### config.mk
export PLATFORM = sky130hd
export DESIGN_NAME = gmii_tx_framer
export DESIGN_NICKNAME = d
export VERILOG_FILES = /design/src/rtl/gmii_tx_framer.sv
export SDC_FILE = /design/constraint.sdc
export NUM_CORES = 1
export LEC_CHECK = 0
export ABC_AREA = 1
export BUFFER_PORTS_ARGS = -buffer_cell sky130_fd_sc_hd__buf_2
export CORE_UTILIZATION = 35
export CTS_CLUSTER_SIZE = 25
export DETAILED_ROUTE_END_ITERATION = 10
export PLACE_DENSITY = 0.58
export SLEW_MARGIN = 20
export SYNTH_ARGS = -nofsm -noshare
export SYNTH_HDL_FRONTEND = slang
export SYNTH_SLANG_ARGS = --single-unit
### constraint.sdc
create_clock -name clk -period 3.5 [get_ports clk]
set_input_delay 0.525 -clock clk [delete_from_list [all_inputs] [get_ports clk]]
set_output_delay 0.525 -clock clk [all_outputs]
set_load 0.02 [all_outputs]
### src/rtl/gmii_tx_framer.sv
`default_nettype none
//============================================================================
// Module   : gmii_tx_framer
// Purpose  : Ethernet MAC transmit framer. Takes a 32-bit big-endian word
//            stream (dst MAC .. end of L3 data) and drives GMII TX with
//            preamble, SFD, optional zero padding, CRC-32 FCS and the
//            inter-frame gap. One byte per clock on the GMII side.
// Options  : GMII_TX_PAD_EN - when defined, frames shorter than
//            MIN_FRAME_LEN are zero-padded before the FCS. When undefined,
//            short frames go out as supplied (runt-frame test mode).
// Revision : 1.0 - initial release
//============================================================================
module gmii_tx_framer #(
    parameter int IFG_BYTES     = 12,
    parameter int MIN_FRAME_LEN = 60
) (
    input  logic        clk,
    input  logic        rst_n,
    input  logic        in_valid,
    output logic        in_ready,
    input  logic [31:0] in_data,
    input  logic [2:0]  in_bytes_valid,
    input  logic        in_last,
    output logic        gmii_tx_en,
    output logic        gmii_tx_er,
    output logic [7:0]  gmii_txd,
    output logic [31:0] perf_frames_sent,
    output logic [15:0] perf_underruns
);

    // State encoding: r_state always names what is on the GMII pins this cycle.
    localparam logic [2:0] S_IDLE = 3'd0;
    localparam logic [2:0] S_PRE  = 3'd1;
    localparam logic [2:0] S_SFD  = 3'd2;
    localparam logic [2:0] S_DATA = 3'd3;
    localparam logic [2:0] S_PAD  = 3'd4;
    localparam logic [2:0] S_FCS  = 3'd5;
    localparam logic [2:0] S_ERR  = 3'd6;
    localparam logic [2:0] S_IFG  = 3'd7;

    localparam logic [31:0] c_crc_poly = 32'hEDB88320;
    localparam logic [10:0] c_min_len  = 11'(MIN_FRAME_LEN);
    localparam logic [7:0]  c_ifg_last = 8'(IFG_BYTES - 1);
`ifdef GMII_TX_PAD_EN
    localparam logic        c_pad_en   = 1'b1;
`else
    localparam logic        c_pad_en   = 1'b0;
`endif

    logic [2:0]  r_state, w_state_nxt;
    logic [2:0]  r_pre_cnt;
    logic [1:0]  r_fcs_idx;
    logic [7:0]  r_ifg_cnt;
    logic [31:0] r_word;
    logic [2:0]  r_bv;
    logic        r_last;
    logic [1:0]  r_idx;
    logic [10:0] r_cnt;
    logic [31:0] r_crc;
    logic [7:0]  r_txd;
    logic        r_tx_en, r_tx_er;
    logic [31:0] r_frames;
    logic [15:0] r_underruns;

    logic [7:0]  w_txd, w_byte, w_next_data, w_fcs_next;
    logic        w_tx_en, w_tx_er, w_load, w_push, w_frame_done, w_underrun;
    logic        w_word_end, w_pad_needed;
    logic [31:0] w_fcs;

    // Byte-wise reflected CRC-32 update, LSB of each byte first.
    function automatic logic [31:0] crc32_byte(input logic [31:0] crc, input logic [7:0] data);
        logic [31:0] c;
        c = crc ^ {24'd0, data};
        for (int k = 0; k < 8; k++) begin
            c = c[0] ? ((c >> 1) ^ c_crc_poly) : (c >> 1);
        end
        return c;
    endfunction

    assign w_word_end   = ({1'b0, r_idx} == (r_bv - 3'd1));
    assign w_pad_needed = c_pad_en && (r_cnt < c_min_len);
    assign w_fcs        = ~r_crc;
    assign in_ready     = (r_state == S_SFD) || ((r_state == S_DATA) && w_word_end && !r_last);

    // Byte following the one currently on the wire, for the latched word and the FCS.
    always_comb begin
        w_next_data = r_word[31:24];
        w_fcs_next  = w_fcs[7:0];
        case (r_idx)
            2'd0:    w_next_data = r_word[23:16];
            2'd1:    w_next_data = r_word[15:8];
            2'd2:    w_next_data = r_word[7:0];
            default: w_next_data = r_word[31:24];
        endcase
        case (r_fcs_idx)
            2'd0:    w_fcs_next = w_fcs[15:8];
            2'd1:    w_fcs_next = w_fcs[23:16];
            2'd2:    w_fcs_next = w_fcs[31:24];
            default: w_fcs_next = w_fcs[7:0];
        endcase
    end

    // Next state plus the GMII values that will be registered alongside it.
    always_comb begin
        w_state_nxt  = r_state;
        w_txd        = 8'h00;
        w_tx_en      = 1'b0;
        w_tx_er      = 1'b0;
        w_load       = 1'b0;
        w_push       = 1'b0;
        w_byte       = 8'h00;
        w_frame_done = 1'b0;
        w_underrun   = 1'b0;
        case (r_state)
            S_IDLE: begin
                if (in_valid) begin
                    w_state_nxt = S_PRE;
                    w_tx_en     = 1'b1;
                    w_txd       = 8'h55;
                end
            end
            S_PRE: begin
                w_tx_en = 1'b1;
                if (r_pre_cnt == 3'd6) begin
                    w_state_nxt = S_SFD;
                    w_txd       = 8'hD5;
                end else begin
                    w_txd       = 8'h55;
                end
            end
            S_SFD, S_DATA: begin
                if ((r_state == S_DATA) && !w_word_end) begin
                    w_push  = 1'b1;
                    w_byte  = w_next_data;
                    w_tx_en = 1'b1;
                    w_txd   = w_next_data;
                end else if (in_ready && in_valid) begin
                    w_state_nxt = S_DATA;
                    w_load      = 1'b1;
                    w_push      = 1'b1;
                    w_byte      = in_data[31:24];
                    w_tx_en     = 1'b1;
                    w_txd       = in_data[31:24];
                end else if (in_ready) begin
                    // Upstream starved us mid-frame: flag the error and abandon.
                    w_state_nxt = S_ERR;
                    w_tx_en     = 1'b1;
                    w_tx_er     = 1'b1;
                    w_underrun  = 1'b1;
                end else if (w_pad_needed) begin
                    w_state_nxt = S_PAD;
                    w_push      = 1'b1;
                    w_tx_en     = 1'b1;
                end else begin
                    w_state_nxt = S_FCS;
                    w_tx_en     = 1'b1;
                    w_txd       = w_fcs[7:0];
                end
            end
            S_PAD: begin
                w_tx_en = 1'b1;
                if (w_pad_needed) begin
                    w_push      = 1'b1;
                end else begin
                    w_state_nxt = S_FCS;
                    w_txd       = w_fcs[7:0];
                end
            end
            S_FCS: begin
                if (r_fcs_idx == 2'd3) begin
                    w_state_nxt  = S_IFG;
                    w_frame_done = 1'b1;
                end else begin
                    w_tx_en = 1'b1;
                    w_txd   = w_fcs_next;
                end
            end
            S_ERR: begin
                w_state_nxt = S_IFG;
            end
            S_IFG: begin
                if (r_ifg_cnt == c_ifg_last) begin
                    w_state_nxt = S_IDLE;
                end
            end
            default: begin
                w_state_nxt = S_IDLE;
            end
        endcase
    end

    // State register, registered GMII outputs and per-state cycle counters.
    always_ff @(posedge clk or negedge rst_n) begin
        if (!rst_n) begin
            r_state   <= S_IDLE;
            r_txd     <= 8'h00;
            r_tx_en   <= 1'b0;
            r_tx_er   <= 1'b0;
            r_pre_cnt <= 3'd0;
            r_fcs_idx <= 2'd0;
            r_ifg_cnt <= 8'd0;
        end else begin
            r_state   <= w_state_nxt;
            r_txd     <= w_txd;
            r_tx_en   <= w_tx_en;
            r_tx_er   <= w_tx_er;
            r_pre_cnt <= (r_state == S_PRE) ? r_pre_cnt + 3'd1 : 3'd0;
            r_fcs_idx <= (r_state == S_FCS) ? r_fcs_idx + 2'd1 : 2'd0;
            r_ifg_cnt <= (r_state == S_IFG) ? r_ifg_cnt + 8'd1 : 8'd0;
        end
    end

    // Word latch, byte pointer, saturating frame length and running CRC.
    always_ff @(posedge clk or negedge rst_n) begin
        if (!rst_n) begin
            r_word <= 32'd0;
            r_bv   <= 3'd0;
            r_last <= 1'b0;
            r_idx  <= 2'd0;
            r_cnt  <= 11'd0;
            r_crc  <= 32'hFFFFFFFF;
        end else begin
            if (w_load) begin
                r_word <= in_data;
                r_bv   <= in_bytes_valid;
                r_last <= in_last;
                r_idx  <= 2'd0;
            end else if (w_push) begin
                r_idx  <= r_idx + 2'd1;
            end
            if (r_state == S_IDLE) begin
                r_cnt <= 11'd0;
                r_crc <= 32'hFFFFFFFF;
            end else if (w_push) begin
                r_cnt <= (r_cnt == 11'h7FF) ? r_cnt : r_cnt + 11'd1;
                r_crc <= crc32_byte(r_crc, w_byte);
            end
        end
    end

    // Performance counters: good frames wrap, underruns saturate.
    always_ff @(posedge clk or negedge rst_n) begin
        if (!rst_n) begin
            r_frames    <= 32'd0;
            r_underruns <= 16'd0;
        end else begin
            if (w_frame_done) begin
                r_frames <= r_frames + 32'd1;
            end
            if (w_underrun && (r_underruns != 16'hFFFF)) begin
                r_underruns <= r_underruns + 16'd1;
            end
        end
    end

    assign gmii_txd         = r_txd;
    assign gmii_tx_en       = r_tx_en;
    assign gmii_tx_er       = r_tx_er;
    assign perf_frames_sent = r_frames;
    assign perf_underruns   = r_underruns;

endmodule
`default_nettype wire
# Word level (Yosys, flattened, before mapping)
# Cells that the tools add are included.
[totals] wordCells=117 register_bits=144 output_inout_bits=59
[classes] muxes=49 n_eq_ne=21 n_addsub=7 bitwise=10 n_reduce_logical=16
[op_table] op="2-to-1 mux 32 bit" count=10
[op_table] op="inverter 13 -> 14 bit" count=8
[op_table] op="2-to-1 mux 8 bit" count=9
[op_table] op="case mux 8 bit (3 select lines)" count=2
[op_table] op="case mux 8 bit (5 select lines)" count=1
[op_table] op="adder 32 x 1 -> 32 bit, second input constant" count=1
[op_table] op="inverter 32 bit" count=1
[op_table] op="XOR 32 x 8 -> 32 bit" count=1
[op_table] op="2-to-1 mux 3 bit" count=7
[op_table] op="case mux 3 bit (7 select lines)" count=1
[op_table] op="adder 16 x 1 -> 16 bit, second input constant" count=1
[op_table] op="inequality test 16 bit, second input constant" count=1
[op_table] op="== test 3 bit, second input constant" count=5
[op_table] op="2-to-1 mux 1 bit" count=13
[op_table] op="inequality test 2 bit, second input constant" count=5
[op_table] op="adder 8 x 1 -> 8 bit, second input constant" count=1
[op_table] op="== test 8 x 4 -> 1 bit, second input constant" count=1
[op_table] op="2-to-1 mux 2 bit" count=4
[op_table] op="2-to-1 mux 7 bit" count=1
[op_table] op="== test 2 bit, second input constant" count=3
[op_table] op="== test 3 x 2 -> 1 bit, second input constant" count=2
[op_table] op="logical AND 1 bit" count=5
[op_table] op="AND reduction 5 bit" count=1
[op_table] op="adder 2 x 1 -> 2 bit, second input constant" count=2
[op_table] op="other kinds (13)" count=17

# Longest topological paths before layout
# Gate-level depths: netlist (run 1).
[logic_depth] word_depth=28 ltp_mapped=23

# Worst setup path after synthesis (run 1)
# Ideal clock, no wire load.
[synth_path] path_type="register to register" startpoint="register r_bv[0]" endpoint="register r_crc[19]" stages_incl_launch_ff=23 period_less_slack_ns=2.495 slack_ns=1.005 path_buffers=0 arrival_time_ns=2.423 path_cell_list="dfrtp_1 inv_1 ha_1 inv_1 nand2_1 nand2_1 nand3_1 nand2_4 nand2_2 a21oi_4 nand2_1 nand2_1 nand2_4 nand2_1 nand2_2 nand2_2 nand2_2 nand2_1 nand2_1 nand2_1 nand3_1 nand2_1 inv_1"
[synth_via] elab_chain_len=25 word_cells_on_any_way=33
[synth_rtl] item="start, declared" line_no="55" text="logic [2:0] r_bv;"
[synth_rtl] item="start signal, assigned" line_no="225" text="r_bv <= in_bytes_valid;"
[synth_rtl] item="subtractor 3 x 1 -> 3 bit *" line_no="80" text="assign w_word_end = ({1'b0, r_idx} == (r_bv - 3'd1));"
[synth_rtl] item="== test 2 x 3 -> 1 bit *" line_no="80"
[synth_rtl] item="logical AND 1 bit (2 in series)" line_no="83" text="assign in_ready = (r_state == S_SFD) || ((r_state == S_DATA) && w_word_end && !r_last);"
[synth_rtl] item="logical OR 1 bit" line_no="83"
[synth_rtl] item="logical AND 1 bit" line_no="137" text="end else if (in_ready && in_valid) begin"
[synth_rtl] item="2-to-1 mux 8 bit" line_no="137"
[synth_rtl] item="2-to-1 mux 8 bit" line_no="132" text="if ((r_state == S_DATA) && !w_word_end) begin"
[synth_rtl] item="2-to-1 mux 8 bit" line_no="114" text="case (r_state)"
[synth_rtl] item="[8 not listed]"
[synth_rtl] item="inverter 13 -> 14 bit (no source line)"
[synth_rtl] item="2-to-1 mux 32 bit" line_no="75" text="c = c[0] ? ((c >> 1) ^ c_crc_poly) : (c >> 1);"
[synth_rtl] item="inverter 13 -> 14 bit (no source line)"
[synth_rtl] item="2-to-1 mux 32 bit" line_no="75"
[synth_rtl] item="inverter 13 -> 14 bit (no source line)"
[synth_rtl] item="2-to-1 mux 32 bit" line_no="75"
[synth_rtl] item="2-to-1 mux 32 bit" line_no="234" text="end else if (w_push) begin"
[synth_rtl] item="2-to-1 mux 32 bit" line_no="231" text="if (r_state == S_IDLE) begin"
[synth_rtl] item="end signal, assigned" line_no="236" text="r_crc <= crc32_byte(r_crc, w_byte);"
[synth_rtl] item="end, declared" line_no="59" text="logic [31:0] r_crc;"
# Mark *: on every way between the ends. The rest lies on a longest branch, timed or not. The select of a mux whose other input is x is not followed.
# A chain may end at the register's enable or synchronous reset.

# Worst setup path after layout (run 1)
[layout_path] startpoint="register r_bv[0]" endpoint="register r_crc[16]"
[layout_via] elab_chain_len=23 word_cells_on_any_way=29
[layout_rtl] item="subtractor 3 x 1 -> 3 bit *" line_no="80"
[layout_rtl] item="== test 2 x 3 -> 1 bit *" line_no="80"
[layout_rtl] item="logical AND 1 bit (2 in series)" line_no="83"
[layout_rtl] item="logical OR 1 bit" line_no="83"
[layout_rtl] item="logical AND 1 bit" line_no="137"
[layout_rtl] item="2-to-1 mux 8 bit" line_no="137"
[layout_rtl] item="2-to-1 mux 8 bit" line_no="132"
[layout_rtl] item="2-to-1 mux 8 bit" line_no="114"
[layout_rtl] item="[3 not listed]"
[layout_rtl] item="inverter 13 -> 14 bit (no source line)"
[layout_rtl] item="2-to-1 mux 32 bit" line_no="75"
[layout_rtl] item="inverter 13 -> 14 bit (no source line)"
[layout_rtl] item="2-to-1 mux 32 bit" line_no="75"
[layout_rtl] item="inverter 13 -> 14 bit (no source line)"
[layout_rtl] item="2-to-1 mux 32 bit (4 in series)" line_no="75"
[layout_rtl] item="2-to-1 mux 32 bit" line_no="234"
[layout_rtl] item="2-to-1 mux 32 bit" line_no="231"
# Marks and branches as above.

==> results of run 1 <==
-- synth_stat cells, types with 2 or more instances --
cell         n  area (µm²)
nand2_1    305        1140
inv_1      113         424
dfrtp_1    112        2800
nor2_1      68         255
nand3_1     58         290
xor2_1      52         455
o21ai_0     39         195
dfstp_2     32         841
a21oi_1     26         130
o22ai_1     21         131
xnor2_1     21         184
nand2_2     19         119
clkbuf_1    17        63.8
ha_1        14         175
nor3_1      13        65.1
o21ai_1      9        45.0
a31oi_1      7        43.8
inv_2        7        26.3
nand4_1      7        43.8
nand2_4      5        56.3
nor4_1       5        31.3
nor2_2       4        25.0
o2111ai_1    4        35.0
buf_6        3        33.8
nor3_2       3        30.0
or2_2        3        18.8
a22oi_1      2        15.0
nand4_2      2        25.0
o211ai_1     2        15.0
xor2_2       2        32.5
-- stage by stage --
step	area, µm²	cells	utilization
2_1_floorplan	7920	991	-
3_3_place_gp	8740	1356	0.397
3_5_place_dp	8740	1356	0.397
4_1_cts	9330	1388	0.423
5_1_grt	9330	1388	0.423
6_report	9330	1388	0.423
-- cells by family after synthesis --
family | count (synthesis) | synth area share
fa+ha+maj | 14 | 0.0221
mux | 1 | 0.00142
compound gates | 116 | 0.0845
simple gates | 500 | 0.278
flops | 144 | 0.460
xor+xnor | 75 | 0.0848
buf+inv | 141 | 0.0697
-- final timing paths --
path | endpoint | slack (ns) | cells past startpoint
min in group clk | r_word[6]$_DFFE_PN0P_ | 0.29 | 3
max reg2reg | r_crc[16]$_DFFE_PN1P_ | 0.36 | 17
max in group asynchronous | r_crc[28]$_DFFE_PN1P_ | 2.57 | 2
min | perf_underruns[1]$_DFFE_PN0P_ | 0.15 | 1
max | r_crc[16]$_DFFE_PN1P_ | 0.36 | 17
min reg2reg | r_ifg_cnt[0]$_DFF_PN0_ | 0.46 | 1
-- area by class of cell --
type | instances | area, µm² | share of cell area
clock inverters | 14 | 148 | 0.0158
multi-input cells | 706 | 3730 | 0.400
inverters | 121 | 454 | 0.0487
flip-flops and latches | 144 | 3640 | 0.391
well taps | 280 | 350 | 0.0376
repair buffers | 105 | 564 | 0.0605
clock buffers | 18 | 439 | 0.0471
-- power by group --
| group | switching [mW] | internal (mW) | leakage [nW] |
|---|---|---|---|
| clock network | 0.768 | 1.02 | 0.288 |
| registers | 0.365 | 2.29 | 1.82 |
| logic | 2.71 | 1.30 | 2.75 |
| total | 3.84 | 4.61 | 4.86 |
-- critical path, stage by stage (launching register included) --
cell     delay, ns
dfrtp_1       0.35
inv_1         0.07
ha_1          0.20
xnor2_1       0.24
nand4_1       0.25
nand2_2       0.25
nand2_4       0.08
nand2_4       0.29
buf_4         0.29
nand3_2       0.09
nand2_2       0.22
nand2_2       0.09
nand2_4       0.14
xor2_1        0.22
nand2_1       0.08
nand3_1       0.08
nand2_1       0.06
inv_1         0.05
-- per-layer routing --
metal,routed length (µm),vias up,GRT usage
met5,0,-,0
met4,342,0,0.0563
met3,874,22,0.0367
met2,8830,147,0.283
met1,9970,3110,0.257
li1,-,3363,-
-- state kept, by name, indices dropped and copies added, names as in the netlist, 2 cells and up --
name              cells
gmii_txd              8
perf_frames_sent     32
perf_underruns       16
r_bv                  3
r_crc                32
r_fcs_idx             2
r_idx                 2
r_ifg_cnt             8
r_pre_cnt             3
r_state               3
r_word               32
==> run_results.csv, run 1 <==
group,metric,value,unit
grt,overflow,0,
cells_and_area,final_net_count,1148,
die,ioPinCount,98,
timing,setup_viol,0,
power_and_ir_drop,irDropWorstVdd,0.487,mV
cells_and_area,drive_gt1_frac,0.199,
clock_network,clockBufferDepth,2,
synth,syn_area_per_cell,7.99,µm²
clock_network,postCtsHoldBufs,0,
timing,holdWs,0.146,ns
synth,ys_types,46,
cells_and_area,final_common_cell,"nand2_1",
routing,detail-route-antenna-nets,0,
critical_path,crit_arrival,3.51,ns
clock_network,cts_setup_buffers,0,
routing,wl_per_cell,14.4,µm
synth,ys_ff_latch,144,
timing,slew_viol_final,0,
synth,yosysWarnings,0,
cells_and_area,nFillCells,2259,
timing,skew,0.0115,ns
clock_network,cts_tree,"done",
synth,synth_nets,1044,
routing,drtIter0Drc,379,
timing,max_slew_margin,0.504,
power_and_ir_drop,p_total,8.45,mW
grt,grt_pass1_vias,6594,
placed_design,dpl.hpwl,14700,µm
die,dieWidth,152,µm
timing,worstMarginPinSlew,0.744,ns
critical_path,crit_start,"r_bv[0]$_DFFE_PN0P_",
run,cap_violations,0,
critical_path,crit_required,3.87,ns
critical_path,crit_fanout,31,
critical_path,crit_type,"register to register",
timing,rsz0062_at_grt,"false",
timing,period_minus_slack,3.14,ns
synth,ys_seq_area_frac,0.460,
cells_and_area,layout_common_cells,"305 x nand2_1, 113 x inv_1, 112 x dfrtp_1",
critical_path,cp-end-kind,"register",
grt,antenna_found_initial,0,
routing,wirelength,20000,µm
routing,vias,6642,
die,die_area,23200,µm²
timing,hold_violations,0,
routing,drcViolationCount,0,
hold_path,min_path_type,"input pin to async pin",
placed_design,io_buffers,97,
placed_design,preCtsSetupSlack,0.433,ns
timing,period_share,0.896,
critical_path,startpoint_type,"register",
synth,ys.flop_type,"dfrtp_1",
power_and_ir_drop,p_per_area,906,nW/µm²
routing,post_drt_via_cell_ratio,4.79,
synth,synth_enable_flop_cells,0,
grt,track_usage,0.183,
power_and_ir_drop,power.leakage,4.86,nW
synth,netlist_instances,991,
clock_network,numCtsBuffers,17,
clock_network,h-tree-depth,4,
cells_and_area,diodes,0,
timing,fin_setup_tns,0,ns
clock_network,cts-root-buf,"clkbuf_16",
clock_network,cts.reportedPaths.clkPinSlew,0.07,ns
die,core-area,22000,µm²
grt,grt_pass1_wl,34000,µm
die,die_y,152,µm
timing,max_freq,319,MHz
grt,grt_max_degree,79,
timing,fin_ws,0.364,ns
synth,synth_area,7920,µm²
outcome,status,"finished, final reports clean",
die,start_util,0.360,
die,row_count,54,
clock_network,cts_resized,0,
critical_path,r2r-start,"r_bv[0]$_DFFE_PN0P_",
synth,async_flop_share,1.00,
placed_design,place_congestion,0.902,
cells_and_area,area_growth,17.7,%
clock_network,clk_latency,0.43,ns
clock_network,cts.sinks,144,
routing,first_pass_iters,7,
No activity file was read; power rests on OpenSTA's default activity.
==> run 2: changes to the inputs <==
- ABC_AREA: 1 -> not set
==> run_results.csv, run 2 <==
group,metric,value,unit
outcome,status,"finished, final reports clean",
critical_path,crit_arrival,3.66,ns
cells_and_area,final_net_count,848,
grt,grt_pass1_vias,5255,
clock_network,cts.reportedPaths.clkPinSlew,0.07,ns
critical_path,cpPeakStageDelay,0.49,ns
clock_network,cts.sinks,144,
synth,synthSimpleGateAreaFrac,0.132,
critical_path,reg2regPathDepth,11,
power_and_ir_drop,p_total,10.5,mW
synth,ys_seq_area_frac,0.495,
routing,wirelength,16800,µm
grt,overflow,0,
clock_network,cts_tree,"done",
timing,rsz0062_at_grt,"false",
timing,max_slew_margin,0.315,
synth,async_flop_share,1.00,
critical_path,timing.rr.end,"r_crc[20]$_DFFE_PN1P_",
synth,synth_nets,731,
cells_and_area,final_common_cell,"dfrtp_1",
cells_and_area,final_cells,1078,
synth,syn_area_per_cell,10.8,µm²
clock_network,numCtsBuffers,17,
synth,ys_top_cells_by_count,"112 x dfrtp_1, 88 x xnor2_1, 53 x a21oi_1",
cells_and_area,area_growth,20.9,%
synth,yosysWarnings,0,
cells_and_area,nFillCells,2013,
timing,fin_ws,0.198,ns
synth,ys.flop_type,"dfrtp_1",
critical_path,crit_path_cell_trace,"inv_1 -> ha_1 -> a222oi_1 -> and2_1 -> o21ai_0 -> nand2_1 -> xor3_2 -> xor3_2 -> xnor3_2 -> xnor2_1 -> a21oi_1",
placed_design,dpl.hpwl,12000,µm
synth,synth-adder-area-share,0.0238,
placed_design,dp_cells,1045,
critical_path,crit_fanout,8,
die,die_y,147,µm
critical_path,cp-end-kind,"register",
critical_path,critPathMostFrequentCell,"xor3_2",
cells_and_area,layout_common_cells,"112 x dfrtp_1, 96 x buf_2, 87 x xnor2_1",
grt,grt_pass1_wl,28300,µm
synth,ys_types,59,
clock_network,clk_latency,0.43,ns
timing,max_freq,303,MHz
synth,yosysTopAreaCell,"dfrtp_1",
cells_and_area,finish.utilization,0.435,
routing,drcViolationCount,0,
routing,first_pass_iters,5,
clock_network,postCtsHoldBufs,0,
power_and_ir_drop,p_per_area,1180,nW/µm²
clock_network,clockBufferDepth,2,
critical_path,r2r-start,"r_idx[0]$_DFFE_PN0P_",
timing,fin_setup_tns,0,ns
critical_path,crit_type,"register to register",
grt,track_usage,0.166,
critical_path,crit_required,3.85,ns
critical_path,r2r_setup_slack,0.20,ns
synth,netlist_top_cells_area,"dfrtp_1 38%, dfstp_2 11%, xnor2_1 10%",
timing,hold_violations,0,
critical_path,startpoint_type,"register",
die,die_area,21600,µm²
synth,synth_enable_flop_cells,0,
routing,wl_per_cell,15.6,µm
clock_network,h-tree-depth,4,
synth,synth_top_family_by_area,"XOR/XNOR gates",
critical_path,critical_path.slowest_cell,"xor3_2",
synth,synthMuxAreaShare,0.0582,
die,start_util,0.360,
hold_path,min_path_type,"input pin to async pin",
cells_and_area,drive_gt1_frac,0.301,
run,cap_violations,0,
clock_network,cts-root-buf,"clkbuf_16",
synth,netlist_instances,678,
power_and_ir_drop,irDropWorstVdd,0.651,mV
timing,period_share,0.943,
placed_design,place_congestion,0.790,
routing,vias,5384,
synth,ys_ff_latch,144,
timing,slew_viol_final,0,
synth,yosysTopAreaCellShare,0.381,
die,core-area,20400,µm²
timing,period_minus_slack,3.30,ns
routing,drtIter0Drc,317,
power_and_ir_drop,power.leakage,3.99,nW
routing,detail-route-antenna-nets,0,
placed_design,preCtsSetupSlack,0.141,ns
die,row_count,52,
routing,post_drt_via_cell_ratio,4.99,
timing,setup_viol,0,
synth,synth.most_common_cell,"dfrtp_1",
grt,grt_max_degree,113,
timing,worstMarginPinSlew,1.02,ns
die,ioPinCount,98,
synth,synth_xor_area_frac,0.159,
die,dieWidth,147,µm
placed_design,io_buffers,97,
synth,synth_area,7350,µm²
grt,antenna_found_initial,0,
synth,synth_compound_area_frac,0.101,
timing,skew,0.0106,ns
cells_and_area,diodes,0,
==> run 2: cell count changes after synthesis, moves of 23 or more <==
cell,before,now
xnor2_1,21,88
nand2_1,305,34
nand3_1,58,25
mux2_2,1,38
a21oi_1,26,53
nor2_1,68,45
xor2_1,52,28
inv_1,113,24
==> run 2: kinds of logic (layout without fill, tap and decap cells) <==
family	Yosys count	count (layout)
buffers and inverters	48	178
AO/OA/AOI/OAI	116	116
multiplexers	38	38
XOR/XNOR	124	124
flip-flops	144	144
adder cells (fa/ha/maj)	14	14
AND/OR/NAND/NOR	194	194
==> run 2: layout make-up <==
type | count | area (µm²) | area share
tap | 270 | 338 | 0.0380
multi-input combinational | 486 | 3510 | 0.395
sequential | 144 | 3640 | 0.410
timing repair buffer | 122 | 714 | 0.0804
clock inverter | 12 | 149 | 0.0167
inverter | 24 | 90.1 | 0.0101
clock buffer | 20 | 447 | 0.0502
==> run 2: metrics by stage <==
step           hold slack (ns)  cell area (µm²)
2_1_floorplan            0.229             7350
3_3_place_gp             0.453             8260
3_5_place_dp             0.459             8260
4_1_cts                  0.292             8850
5_1_grt                  0.296             8890
6_report                 0.227             8890
==> run 2: worst max path at each step <==
stage,from,end,slack (ns),cells past startpoint
final,r_idx[0]$_DFFE_PN0P_,r_crc[20]$_DFFE_PN1P_,0.20,11
after global routing,r_idx[0]$_DFFE_PN0P_,r_crc[20]$_DFFE_PN1P_,0.002,11
after global placement,r_bv[0]$_DFFE_PN0P_,r_crc[23]$_DFFE_PN1P_,0.21,11
after detailed placement,r_bv[0]$_DFFE_PN0P_,r_crc[20]$_DFFE_PN1P_,0.14,11
after floorplan,r_bv[0]$_DFFE_PN0P_,r_crc[20]$_DFFE_PN1P_,0.14,12
after CTS,r_bv[0]$_DFFE_PN0P_,r_crc[20]$_DFFE_PN1P_,0.12,11
==> run 2: routing by layer <==
metal,global-route usage,vias to the layer above,wire (µm)
li1,-,2599,-
met1,0.237,2665,8130
met2,0.250,107,7740
met3,0.0373,13,743
met4,0.0515,0,189
met5,0,-,0
==> run 2: timing repair <==
item / 4_1_cts / 5_1_grt
setup endpoints to repair: 0 / 5
buffers inserted: 0 / 0
resized for setup: 0 / 1
==> run 2: where the power goes <==
part / internal [mW] / switching [mW]
clock network: 1.09 / 0.770
logic: 2.78 / 3.10
registers: 2.34 / 0.378
total: 6.21 / 4.25
==> run 2: critical path, delay by kind of cell, from the launching register on <==
kind,cells,cell delay (ns)
and+or+nand+nor,2,0.37
DFF,1,0.44
buffers and inverters,1,0.14
AOI/OAI and AO/OA,3,0.55
adders and majority gates,1,0.35
xor gates and xnor gates,4,1.39
